--- config.mk ---
export PLATFORM = sky130hd
export DESIGN_NAME = multi_cycle_control
export DESIGN_NICKNAME = d
export VERILOG_FILES = /design/src/rtl/multi_cycle_control.sv
export SDC_FILE = /design/constraint.sdc
export NUM_CORES = 1
export LEC_CHECK = 0
export CAP_MARGIN = 20
export CELL_PAD_IN_SITES_DETAIL_PLACEMENT = 1
export CELL_PAD_IN_SITES_GLOBAL_PLACEMENT = 1
export CORE_MARGIN = 1
export CORE_UTILIZATION = 35
export DETAILED_ROUTE_END_ITERATION = 7
export GPL_TIMING_DRIVEN = 0
export PLACE_DENSITY_LB_ADDON = 0.1
export RECOVER_POWER = 50
export SETUP_SLACK_MARGIN = 0.02
export SYNTH_ARGS = -nofsm -noshare
export SYNTH_HDL_FRONTEND = slang
export SYNTH_SLANG_ARGS = --single-unit
--- constraint.sdc ---
create_clock -name CLK -period 3.3 [get_ports CLK]
set_clock_uncertainty 0.15 [all_clocks]
set_input_delay 0.825 -clock CLK [delete_from_list [all_inputs] [get_ports CLK]]
set_output_delay 0.825 -clock CLK [all_outputs]
set_load 0.02 [all_outputs]
--- src/rtl/multi_cycle_control.sv ---
// Multi-cycle control unit: walks each instruction through IF/ID/EXE/MEM/WB,
// drives the datapath control lines and counts retired instructions.
module multi_cycle_control #(
  parameter int unsigned CNT_W = 16
) (
  input  logic             CLK,
  input  logic             Reset,
  input  logic [5:0]       opCode,
  input  logic             zero,
  input  logic             mem_ready,
  output logic             PCWre,
  output logic             IRWre,
  output logic             ALUSrcB,
  output logic             ALUM2Reg,
  output logic             RegWre,
  output logic             InsMemRW,
  output logic             DataMemRW,
  output logic             ExtSel,
  output logic             PCSrc,
  output logic             RegOut,
  output logic [2:0]       ALUOp,
  output logic [2:0]       state,
  output logic             halted,
  output logic [CNT_W-1:0] retired
);

  localparam logic [2:0] S_IF   = 3'd0;
  localparam logic [2:0] S_ID   = 3'd1;
  localparam logic [2:0] S_EXE  = 3'd2;
  localparam logic [2:0] S_MEM  = 3'd3;
  localparam logic [2:0] S_WB   = 3'd4;
  localparam logic [2:0] S_HALT = 3'd5;

  localparam logic [5:0] OP_ADD  = 6'b000000;
  localparam logic [5:0] OP_ADDI = 6'b000001;
  localparam logic [5:0] OP_SUB  = 6'b000010;
  localparam logic [5:0] OP_ORI  = 6'b010000;
  localparam logic [5:0] OP_AND  = 6'b010001;
  localparam logic [5:0] OP_OR   = 6'b010010;
  localparam logic [5:0] OP_SW   = 6'b100110;
  localparam logic [5:0] OP_LW   = 6'b100111;
  localparam logic [5:0] OP_BEQ  = 6'b110000;
  localparam logic [5:0] OP_HALT = 6'b111111;

  logic [5:0] op_q;
  logic [5:0] dec_op;
  logic [2:0] state_nxt;

  // State and latched opcode
  always_ff @(posedge CLK or negedge Reset) begin
    if (!Reset) begin
      state <= S_IF;
      op_q  <= '0;
    end else begin
      state <= state_nxt;
      if (state == S_ID) op_q <= opCode;
    end
  end

  // Saturating retired-instruction counter
  always_ff @(posedge CLK or negedge Reset) begin
    if (!Reset) begin
      retired <= '0;
    end else if (PCWre && (retired != {CNT_W{1'b1}})) begin
      retired <= retired + CNT_W'(1);
    end
  end

  // Next state and control decode; op_q is not loaded until the end of ID,
  // so ID decodes straight from the instruction register.
  always_comb begin
    state_nxt = S_IF;
    PCWre     = 1'b0;
    IRWre     = 1'b0;
    RegWre    = 1'b0;
    InsMemRW  = 1'b0;
    DataMemRW = 1'b0;
    PCSrc     = 1'b0;
    ALUSrcB   = 1'b0;
    ALUM2Reg  = 1'b0;
    ExtSel    = 1'b0;
    RegOut    = 1'b0;
    ALUOp     = 3'b000;
    halted    = 1'b0;
    dec_op    = (state == S_ID) ? opCode : op_q;

    case (state)
      S_IF: begin
        IRWre     = 1'b1;
        state_nxt = S_ID;
      end
      S_ID: state_nxt = (opCode == OP_HALT) ? S_HALT : S_EXE;
      S_EXE: begin
        if (op_q == OP_BEQ) begin
          PCSrc     = zero;
          PCWre     = 1'b1;
          state_nxt = S_IF;
        end else if ((op_q == OP_SW) || (op_q == OP_LW)) begin
          state_nxt = S_MEM;
        end else begin
          state_nxt = S_WB;
        end
      end
      S_MEM: begin
        DataMemRW = (op_q == OP_SW);
        if (!mem_ready)          state_nxt = S_MEM;
        else if (op_q == OP_SW) begin
          PCWre     = 1'b1;
          state_nxt = S_IF;
        end else                 state_nxt = S_WB;
      end
      S_WB: begin
        RegWre    = (op_q == OP_ADD) || (op_q == OP_ADDI) || (op_q == OP_SUB) ||
                    (op_q == OP_ORI) || (op_q == OP_AND)  || (op_q == OP_OR)  ||
                    (op_q == OP_LW);
        PCWre     = 1'b1;
        state_nxt = S_IF;
      end
      S_HALT: begin
        halted    = 1'b1;
        state_nxt = S_HALT;
      end
      default: state_nxt = S_IF;
    endcase

    if ((state == S_ID) || (state == S_EXE) || (state == S_MEM) || (state == S_WB)) begin
      ALUSrcB  = (dec_op == OP_ADDI) || (dec_op == OP_ORI) || (dec_op == OP_SW) || (dec_op == OP_LW);
      ALUM2Reg = (dec_op == OP_LW);
      ExtSel   = (dec_op != OP_ORI);
      RegOut   = !((dec_op == OP_ADDI) || (dec_op == OP_ORI) || (dec_op == OP_LW));
      if (dec_op == OP_AND)                              ALUOp = 3'b100;
      else if ((dec_op == OP_ORI) || (dec_op == OP_OR))  ALUOp = 3'b011;
      else if ((dec_op == OP_SUB) || (dec_op == OP_BEQ)) ALUOp = 3'b001;
      else                                               ALUOp = 3'b000;
    end

    // Reset kills every enable immediately, even mid-access
    if (!Reset) begin
      PCWre     = 1'b0;
      IRWre     = 1'b0;
      RegWre    = 1'b0;
      DataMemRW = 1'b0;
      PCSrc     = 1'b0;
      halted    = 1'b0;
    end
  end

endmodule

==> flow_summary.yaml <==
routing:
  drt_iter0_drc: 58
  antenna_left: 0
  wl_met2_mm: 2.28
  drt-met1-wl_mm: 1.76
  top_layer_used: "met4"
  met3WireLength_um: 156
  detailroute.via_count: 1412
  drc: 0
  dr.pass1.iters: 4
  wl_per_cell_um: 16.1
  wl_mm: 4.27
  vias_per_cell: 5.31
worst_setup_path:
  cp_slowest_cell: "dfrtp_1"
  critPathBufInv: 4
  critPathMostFrequentCell: "buf_6"
  ff2ff_path_depth: 6
  reg2reg_to: "retired[11]$_DFFE_PN0P_"
  path_cells: "buf_6, nor3b_4, buf_6, mux2i_4, inv_2, nor4_4, nand3_1, nor3b_2, buf_4"
  cp_data_required_time_ps: 2320
  path_class: "flop to output port"
  rrSetupSlack_ps: 930
  end_kind: "output port"
  cp_top_family: "simple AND/OR/NAND/NOR gates"
  reg2reg_from: "op_q[0]$_DFF_PN0_"
  cp_max_fo: 8
  crit_path_start_kind: "flop"
  critical_path_depth: 9
  cp.arrival_ps: 2270
  critPathMaxStageDelay_ps: 380
global_routing:
  track_usage: 0.203
  grt_max_degree: 19
  first_global_vias: 1479
  antenna_found_initial: 0
  grt-ovfl-total: 0
  grt_pass1_wl_mm: 6.96
cts:
  cts_tree: "built"
  path_clk_slew_ps: 90
  hold_buffers: 0
  cts_buffer_depth: 2
  clkSinkCount: 25
  insertion_delay_ps: 270
  ctsHtreeMaxLevel: 1
  clockRootBuffer: "clkbuf_8"
  numCtsBuffers: 3
sta:
  fmaxAchievable_mhz: 308
  rsz0062_at_grt: "true"
  final-max-slew-violation-count: 0
  tightestPinTransition_ps: 981
  min_period_over_period: 0.985
  finalSetupViolCount: 0
  finalSetupTns_ps: 0
  post-route-min-period_ps: 3250
  slew_headroom: 0.346
  layout_setup_ws_ps: 51.0
  hold_viol_final: 0
  fin_hold_ws_ps: 221
yosys:
  yosysSeqAreaShare: 0.414
  syn_inst: 160
  synth_cell_types: 45
  synth.net_count: 171
  avgSynthCellArea_um2: 9.44
  ys_ff_latch: 25
  async_reset_ff_frac: 1.00
  synth_flop_cell: "dfrtp_1"
  syn_area_mm2: 0.00151
  synth-edff-count: 0
  yosys_warnings: 0
placed_design:
  dp_hpwl_mm: 3.11
  pre_cts_slack_ps: -874
  port_buffers: 41
  place_congestion: 0.832
flow_run:
  max-cap-violations: 0
pwr:
  powerDensity_mw_per_mm2: 777
  leakage_nw: 0.995
  peakVddDrop_mv: 0.402
finish:
  utilization: 0.552
  nNetsFinal: 228
  area_delta_synth_final_pct: 48.3
  drive_gt1_frac: 0.222
  antenna_cells: 0
die:
  die_area_mm2: 0.00458
  num_io_pins: 43
  rows: 23
  dieWidth_um: 67.7
  fp.dieH_um: 67.7
  fp.coreArea_mm2: 0.00406
  initial_core_util: 0.372
worst_hold_path:
  hold_class: "input pin to async pin"
outcome:
  outcome: "completed"
==> metal layers <==
| metal | up-vias | global-route usage |
|---|---|---|
| li1 | 674 | - |
| met1 | 688 | 0.235 |
| met2 | 40 | 0.359 |
| met3 | 10 | 0.0338 |
| met4 | 0 | 0.0931 |
| met5 | - | 0 |
==> stage by stage <==
stage | std cells | total power, mW | area (um2)
after floorplan | 160 | 0.960 | 1510
after global placement | 251 | 1.22 | 1980
after detailed placement | 252 | 1.25 | 2010
after CTS | 260 | 1.65 | 2190
after global routing | 266 | 1.85 | 2240
final | 266 | 1.74 | 2240
==> cells in the final DEF (no fill, tap or decap), types with 3 or more instances in the layout <==
| cell | Yosys | final |
|---|---|---|
| clkbuf_8 | 0 | 3 |
| nand4_1 | 9 | 9 |
| inv_1 | 14 | 13 |
| clkdlybuf4s50_1 | 0 | 26 |
| nand2_1 | 9 | 9 |
| and3_1 | 4 | 4 |
| o21ai_0 | 3 | 3 |
| mux2i_1 | 8 | 3 |
| nand3_1 | 11 | 10 |
| clkbuf_2 | 0 | 4 |
| nor3_1 | 4 | 3 |
| a21oi_1 | 4 | 4 |
| dfrtp_1 | 25 | 25 |
| buf_4 | 2 | 14 |
| xnor2_1 | 13 | 13 |
| buf_6 | 1 | 3 |
| mux2i_4 | 0 | 5 |
| dlymetal6s2s_1 | 0 | 4 |
| nor2_1 | 13 | 12 |
==> report_power, final <==
group	leakage [nW]	internal [mW]	switching, mW
sequential	0.321	0.380	0.121
clock	0.0228	0.0864	0.0998
combinational	0.651	0.523	0.531
==> synthesized netlist by cell type, types with 2 or more instances <==
library cell | n | area [um2]
dfrtp_1 | 25 | 626
inv_1 | 14 | 52.6
nor2_1 | 13 | 48.8
xnor2_1 | 13 | 114
nand3_1 | 11 | 55.1
nand2_1 | 9 | 33.8
nand4_1 | 9 | 56.3
mux2i_1 | 8 | 80.1
a21oi_1 | 4 | 20.0
and3_1 | 4 | 25.0
nor3_1 | 4 | 20.0
o21ai_0 | 3 | 15.0
and2_1 | 2 | 12.5
buf_4 | 2 | 15.0
clkbuf_1 | 2 | 7.51
mux2_2 | 2 | 22.5
nand3b_1 | 2 | 15.0
nand4b_1 | 2 | 17.5
nor3b_1 | 2 | 15.0
nor4_1 | 2 | 12.5
nor4b_1 | 2 | 17.5
xor2_1 | 2 | 17.5
==> cells by family (layout without fill, tap and decap cells) <==
| group | Yosys count | in the layout | synth area share |
|---|---|---|---|
| compound gates | 17 | 17 | 0.0820 |
| xor+xnor | 15 | 15 | 0.0870 |
| fa+ha+maj | 1 | 1 | 0.00828 |
| buf+inv | 20 | 76 | 0.0605 |
| flops | 25 | 25 | 0.414 |
| mux | 10 | 10 | 0.0679 |
| other cells | 1 | 1 | 0.00248 |
| simple gates | 71 | 71 | 0.278 |
==> area by class of cell <==
| type | count | area [um2] |
|---|---|---|
| fill | 454 | 1820 |
| multi-input combinational | 115 | 911 |
| sequential | 25 | 626 |
| timing repair buffer | 52 | 492 |
| tap | 50 | 62.6 |
| inverter | 14 | 52.6 |
| buffer | 6 | 51.3 |
| clock buffer | 4 | 45.0 |
==> how the worst max path moves through the flow <==
stage	from	end	slack, ps
after floorplan	state[0]$_DFF_PN0_	ALUM2Reg	140
after global placement	Reset	PCWre	-1410
after detailed placement	Reset	PCWre	-870
after CTS	state[0]$_DFF_PN0_	ALUOp[2]	30
after global routing	state[0]$_DFF_PN0_	RegOut	-90
final	state[0]$_DFF_PN0_	RegOut	50
==> worst register-to-register path, delay by kind of cell (launching register included) <==
| family | cells | cell delay (ps) |
|---|---|---|
| AO/OA/AOI/OAI | 1 | 240 |
| AND/OR/NAND/NOR | 3 | 1050 |
| XOR/XNOR | 1 | 140 |
| buffers and inverters | 1 | 190 |
| flip-flops | 1 | 480 |
==> flip-flops by register name (all words and copies together) (netlist names) <==
name     count
state        3
retired     16
op_q         6
==> repair_timing <==
action | 4_1_cts | 5_1_grt
setup buffers | 4 | 6
setup endpoints to repair | 13 | 9
pin swaps | 3 | 3
resized for setup | 54 | 16
(Power assumes the default switching activity.)
